--- src/rtl/leaf_out_arbiter.sv ---
// Round-robin arbiter that shares one leaf-to-BFT output link among the user output streams,
// wrapping each granted word into a BFT packet under per-port destination credit.
module leaf_out_arbiter #(
  parameter int PACKET_BITS   = 49,
  parameter int PAYLOAD_BITS  = 32,
  parameter int NUM_LEAF_BITS = 5,
  parameter int NUM_PORT_BITS = 4,
  parameter int NUM_ADDR_BITS = 7,
  parameter int NUM_OUT_PORTS = 7
) (
  input  logic                                  clk,
  input  logic                                  reset,
  input  logic [NUM_OUT_PORTS*PAYLOAD_BITS-1:0] din_leaf_user2interface,
  input  logic [NUM_OUT_PORTS-1:0]              vld_user2interface,
  output logic [NUM_OUT_PORTS-1:0]              ack_interface2user,
  input  logic                                  cfg_we,
  input  logic [NUM_PORT_BITS-1:0]              cfg_port,
  input  logic [NUM_LEAF_BITS-1:0]              cfg_dest_leaf,
  input  logic [NUM_PORT_BITS-1:0]              cfg_dest_port,
  input  logic                                  credit_upd_vld,
  input  logic [NUM_PORT_BITS-1:0]              credit_upd_port,
  input  logic [NUM_ADDR_BITS:0]                credit_upd_cnt,
  input  logic                                  resend,
  output logic [PACKET_BITS-1:0]                dout_leaf_interface2bft,
  output logic [NUM_OUT_PORTS-1:0]              credit_empty
);

  localparam int PTR_W  = (NUM_OUT_PORTS > 1) ? $clog2(NUM_OUT_PORTS) : 1;
  localparam int CRED_W = NUM_ADDR_BITS + 1;
  localparam logic [CRED_W-1:0] CRED_MAX = {1'b1, {NUM_ADDR_BITS{1'b0}}};

  typedef enum logic [1:0] {S_RUN, S_STALL, S_RESUME} state_t;

  state_t                   state, state_nxt;
  logic [PTR_W-1:0]         rr_ptr, rr_ptr_nxt;
  logic [NUM_OUT_PORTS-1:0] configured;
  logic [NUM_LEAF_BITS-1:0] dest_leaf [NUM_OUT_PORTS];
  logic [NUM_PORT_BITS-1:0] dest_port [NUM_OUT_PORTS];
  logic [NUM_ADDR_BITS-1:0] addr      [NUM_OUT_PORTS];
  logic [CRED_W-1:0]        credit    [NUM_OUT_PORTS];
  logic [CRED_W-1:0]        credit_nxt[NUM_OUT_PORTS];
  logic [NUM_OUT_PORTS-1:0] cfg_hit, upd_hit, eligible, grant;
  logic                     grant_vld;
  logic [PTR_W-1:0]         grant_idx;
  logic [PTR_W:0]           arb_idx;
  logic [PACKET_BITS-1:0]   dout_nxt, dout_p1;

  function automatic logic [CRED_W-1:0] sat_credit(input logic [CRED_W-1:0] cur,
                                                   input logic              dec,
                                                   input logic [CRED_W-1:0] inc);
    logic [CRED_W:0] sum;
    sum = {1'b0, cur} + {1'b0, inc} - {{CRED_W{1'b0}}, dec};
    return (sum > {1'b0, CRED_MAX}) ? CRED_MAX : sum[CRED_W-1:0];
  endfunction

  always_comb begin
    state_nxt = state;
    case (state)
      S_RUN:    if (resend) state_nxt = S_STALL;
      S_STALL:  if (!resend) state_nxt = S_RESUME;
      S_RESUME: state_nxt = resend ? S_STALL : S_RUN;
      default:  state_nxt = S_RUN;
    endcase
  end

  // A resend sampled while running blocks the grant outright, so no credit or address is spent
  // on a packet that would be dropped anyway.
  always_comb begin
    cfg_hit  = '0;
    upd_hit  = '0;
    eligible = '0;
    for (int i = 0; i < NUM_OUT_PORTS; i++) begin
      cfg_hit[i]  = cfg_we && (cfg_port == NUM_PORT_BITS'(i));
      upd_hit[i]  = credit_upd_vld && (credit_upd_port == NUM_PORT_BITS'(i));
      eligible[i] = vld_user2interface[i] && configured[i] && (credit[i] != '0) &&
                    (state == S_RUN) && !resend && !cfg_hit[i];
    end
  end

  always_comb begin
    grant     = '0;
    grant_vld = 1'b0;
    grant_idx = '0;
    arb_idx   = '0;
    for (int k = 0; k < NUM_OUT_PORTS; k++) begin
      arb_idx = {1'b0, rr_ptr} + (PTR_W+1)'(k);
      if (arb_idx >= (PTR_W+1)'(NUM_OUT_PORTS)) arb_idx = arb_idx - (PTR_W+1)'(NUM_OUT_PORTS);
      if (!grant_vld && eligible[arb_idx[PTR_W-1:0]]) begin
        grant_vld = 1'b1;
        grant_idx = arb_idx[PTR_W-1:0];
      end
    end
    if (grant_vld) grant[grant_idx] = 1'b1;
  end

  always_comb begin
    rr_ptr_nxt = rr_ptr;
    if (grant_vld)
      rr_ptr_nxt = (grant_idx == PTR_W'(NUM_OUT_PORTS - 1)) ? '0 : grant_idx + 1'b1;
  end

  always_comb begin
    dout_nxt = '0;
    for (int i = 0; i < NUM_OUT_PORTS; i++)
      if (grant[i])
        dout_nxt = {1'b1, dest_leaf[i], dest_port[i], addr[i],
                    din_leaf_user2interface[i*PAYLOAD_BITS +: PAYLOAD_BITS]};
  end

  // Config write wins over grant and credit return on the same port.
  always_comb begin
    for (int i = 0; i < NUM_OUT_PORTS; i++) begin
      credit_nxt[i] = sat_credit(credit[i], grant[i], upd_hit[i] ? credit_upd_cnt : '0);
      if (cfg_hit[i]) credit_nxt[i] = CRED_MAX;
    end
  end

  // p0 -> p1: packet and per-port state registered
  always_ff @(posedge clk) begin
    if (reset) begin
      state        <= S_RUN;
      rr_ptr       <= '0;
      configured   <= '0;
      dout_p1      <= '0;
      credit_empty <= '0;
      for (int i = 0; i < NUM_OUT_PORTS; i++) begin
        dest_leaf[i] <= '0;
        dest_port[i] <= '0;
        addr[i]      <= '0;
        credit[i]    <= CRED_MAX;
      end
    end else begin
      state   <= state_nxt;
      rr_ptr  <= rr_ptr_nxt;
      dout_p1 <= dout_nxt;
      for (int i = 0; i < NUM_OUT_PORTS; i++) begin
        credit[i]       <= credit_nxt[i];
        credit_empty[i] <= (credit_nxt[i] == '0);
        if (cfg_hit[i]) begin
          configured[i] <= 1'b1;
          dest_leaf[i]  <= cfg_dest_leaf;
          dest_port[i]  <= cfg_dest_port;
          addr[i]       <= '0;
        end else if (grant[i]) begin
          addr[i] <= addr[i] + 1'b1;
        end
      end
    end
  end

  assign ack_interface2user      = grant;
  assign dout_leaf_interface2bft = dout_p1;

endmodule

--- config.mk ---
export PLATFORM = sky130hd
export DESIGN_NAME = leaf_out_arbiter
export DESIGN_NICKNAME = d
export VERILOG_FILES = /design/src/rtl/leaf_out_arbiter.sv
export SDC_FILE = /design/constraint.sdc
export NUM_CORES = 1
export LEC_CHECK = 0
export CAP_MARGIN = 20
export CELL_PAD_IN_SITES_DETAIL_PLACEMENT = 1
export CELL_PAD_IN_SITES_GLOBAL_PLACEMENT = 2
export CORE_UTILIZATION = 34
export DETAILED_ROUTE_END_ITERATION = 7
export PLACE_DENSITY_LB_ADDON = 0.2
export SETUP_SLACK_MARGIN = 0.4
export SLEW_MARGIN = 25
export SYNTH_ARGS = -nofsm -noshare
export SYNTH_HDL_FRONTEND = slang
export SYNTH_SLANG_ARGS = --single-unit
--- constraint.sdc ---
create_clock -name clk -period 13.6 [get_ports clk]
set_input_delay 2.72 -clock clk [delete_from_list [all_inputs] [get_ports clk]]
set_output_delay 2.72 -clock clk [all_outputs]
set_load 0.01 [all_outputs]
==> results.toml <==
[outcome]
status = "completed"

[sta]
period_minus_slack_ns = 11.16
report.final.slew_viol_count = 0
timing.setup.tns_ns = 0
hold_slack_ns = 0.448
tightest_slew_ns = 0.998
fmax_mhz = 89.6
hold_violations = 0
fin_skew_ns = 0.0153
fin_crit_sh_pct = 82.1
grt_setup_unrepaired = "no"
setup_violations = 0
slew_headroom_pct = 32.9

[detailed_routing]
vias_per_cell = 5.43
first_pass_iters = 5
drc = 0
vias = 14654
drt_wl_total_mm = 59.6
post_drt_wl_per_cell_um = 22.1
ant_nets = 0
drt_iter0_markers = 844

[layout]
register_area_um2 = 5850
final_common_cell = "clkdlybuf4s50_1"
syn_to_final_growth_pct = 30.9
fill_cells = 5292
multi_input_area_um2 = 8680
instances_no_fill = 2700
drive_above_1_share_pct = 5.05
mostFrequentLayoutCells = "clkdlybuf4s50_1, inv_1, nor2_1"
fin_nets = 2475

[clocking]
cts-root-buf = "clkbuf_16"
insertion_delay_ns = 0.57
cts_tree = "yes"
path_clk_slew_ns = 0.06
cts_max_level = 1
cts_setup_buffers = 0
cts.sinks = 236
clk_path_buf_depth = 3
cts_made_buffers = 28
postCtsHoldBufs = 0
cts_resized = 0

[synthesis]
netlist_area_um2 = 15700
synth_top_area_share_pct = 21.4
async_reset_ff_share_pct = 0
synth_fa_ha_area_share_pct = 11.3
yosysWarnings = 0
ys_top_cells_by_area = "edfxtp_1, dfxtp_1, ha_1"
synth-compound-area-share_pct = 20.9
yosysTopAreaCell = "edfxtp_1"
synth-xor-area-share_pct = 5.24
synth_edf_count = 112
yosysSeqAreaShare_pct = 37.2
synth_top_family_by_area = "compound AO/OA/AOI/OAI gates"
synthSimpleGateAreaFrac_pct = 16.8
synthMuxAreaShare_pct = 0.589
synthCells = 1772
synth.avg_cell_area_um2 = 8.87
ys_ff_latch = 236
synthesis.nets = 2170
synth_cell_type_count = 79
synth-main-ff-cell = "dfxtp_1"

[power_and_ir_drop]
switchingPower_mw = 2.82
power.internal_mw = 2.97
switching_share_pct = 48.7
comb_power_share_pct = 67.7
clock_power_share_pct = 13.6
pwr-share-seq_pct = 18.7
ir_drop_uv = 220
leakage_nw = 8.20
power.density_nw_per_um2 = 282

[setup_path]
reg2reg_from = "rr_ptr[1]"
crit_path_max_fanout = 30
critPathLaunchType = "input pin"
regToRegEndpoint = "credit[6][3]"
worst-path-buf-inv = 4
cp.depth = 14
crit_top_cell = "nand2_1"
crit_slowest_cell = "a21oi_4"
crit_path_max_incr_delay_ns = 0.83
critical_path.top_delay_family = "compound AO/OA/AOI/OAI gates"
arrival_ns = 8.44
crit_path_cell_trace = "clkdlybuf4s50_1, nor3b_1, nand2_1, a41oi_1, o311ai_1, a2111oi_2, nand2_1, o31ai_1, o21ai_0, a21oi_4, nand2_1, buf_4, inv_2, clkdlybuf4s50_1"
endpoint_kind = "primary output"
crit_required_ns = 10.88
crit_type = "in -> out"
r2r_cells = 23
rrSetupSlack_ns = 5.16

[placed_design]
place.gp.congestion = 0.909
dp_hpwl_mm = 44.2
dp_cells = 2647
port_buffers = 323

[global_route]
grt_pass1_wl_mm = 91.2
antenna_found_initial = 1
grt_pass1_vias = 15445
grt_max_degree = 61
track_usage_pct = 25.0
overflow = 0

[hold_path]
hold_start = "configured[0]"
hold_path_depth = 2
hp-class = "reg -> reg"
hold_end = "configured[0]"

[floorplanning]
row_count = 78
core_um2 = 45500
design.die.area_um2 = 47100
fp.dieH_um = 217
pin_count = 324
die_w_um = 217
start_util_pct = 34.5

[run]
cap_violations = 0
## layer usage
layer  up-vias  share of wire, %  routed length [um]  GRT usage, %
met4         0               2.5                1520          7.21
met1      7207                42               25100          30.7
met5         -                 0                   0             0
li1       6949                 -                   -             -
met2       420                50               29900          45.7
met3        78               5.2                3100          2.82
## worst reg2reg max path, cell delays in order (launching register included)
cell and delay (ns):
dfxtp_1 0.60, inv_1 0.27, ha_1 0.61, inv_1 0.26
o21ai_0 0.47, o2111ai_1 0.31, a2111oi_2 0.65, nand3_1 0.22
o22ai_1 0.38, or2_1 0.58, nand2_1 0.65, inv_1 0.44
ha_1 0.19, inv_1 0.04, ha_1 0.21, fa_1 0.41
a21o_1 0.17, a21oi_1 0.25, o21bai_1 0.10, a21oi_1 0.22
xnor2_1 0.10, or4_1 0.54, a21boi_0 0.50, and2_1 0.21
## worst max-delay path by stage
| stage | startpoint | to | slack, ns |
|---|---|---|---|
| 6_report | cfg_port[0] | ack_interface2user[3] | 2.44 |
| 5_1_grt | cfg_we | ack_interface2user[3] | 2.05 |
| 4_1_cts | cfg_we | ack_interface2user[3] | 2.56 |
| 3_5_place_dp | cfg_port[0] | ack_interface2user[3] | 2.57 |
| 3_3_place_gp | cfg_we | ack_interface2user[3] | 2.72 |
| 2_1_floorplan | resend | ack_interface2user[4] | 4.99 |
## cells by family after synthesis
family	Yosys count
AND/OR/NAND/NOR	555
AO/OA/AOI/OAI	423
buffers and inverters	318
flip-flops	236
adder cells (fa/ha/maj)	137
XOR/XNOR	94
multiplexers	9
## through the flow
step	setup slack (ns)	area [um2]	util (%)	total power, mW
final	2.44	20600	45.2	5.79
after global placement	2.72	19600	43.1	4.95
after detailed placement	2.57	19600	43.1	5.02
after floorplan	4.99	15700	-	3.71
after global routing	2.05	20600	45.2	6.24
after CTS	2.56	20600	45.2	5.84
## registers in the layout, summed over array words and instances (netlist names)
signal	count
credit	56
addr	49
configured	7
dout_leaf_interface2bft	49
credit_empty	7
dest_port	28
dest_leaf	35
state	2
rr_ptr	3
## cell usage after synthesis (23+ instances only)
library cell,count
a21o_1,26
a21oi_1,83
a221o_1,39
a221oi_1,40
and2_1,23
clkbuf_1,48
dfxtp_1,124
edfxtp_1,112
ha_1,129
inv_1,241
nand2_1,145
nand2b_1,29
nand3_1,39
nor2_1,178
nor2b_1,25
nor3_1,24
nor4_1,32
o21bai_1,39
o221ai_1,39
xnor2_1,65
xor2_1,29
## power groups by stage
stage	Combinational [mW]	Sequential, mW	Clock (mW)
2_1_floorplan	2.64	1.08	0
3_3_place_gp	3.86	1.09	0
3_5_place_dp	3.92	1.10	0
4_1_cts	3.95	1.08	0.806
5_1_grt	4.31	1.10	0.835
6_report	3.92	1.08	0.790
## layout make-up
type / instances / area share [%]
multi-input cells: 1218 / 42.2
flip-flops and latches: 236 / 28.4
repair buffers: 349 / 16.7
inverters: 244 / 4.45
clock buffers: 39 / 3.71
well taps: 600 / 3.65
clock inverters: 13 / 0.889
diodes: 1 / 0.0122
(Power assumes the default switching activity.)
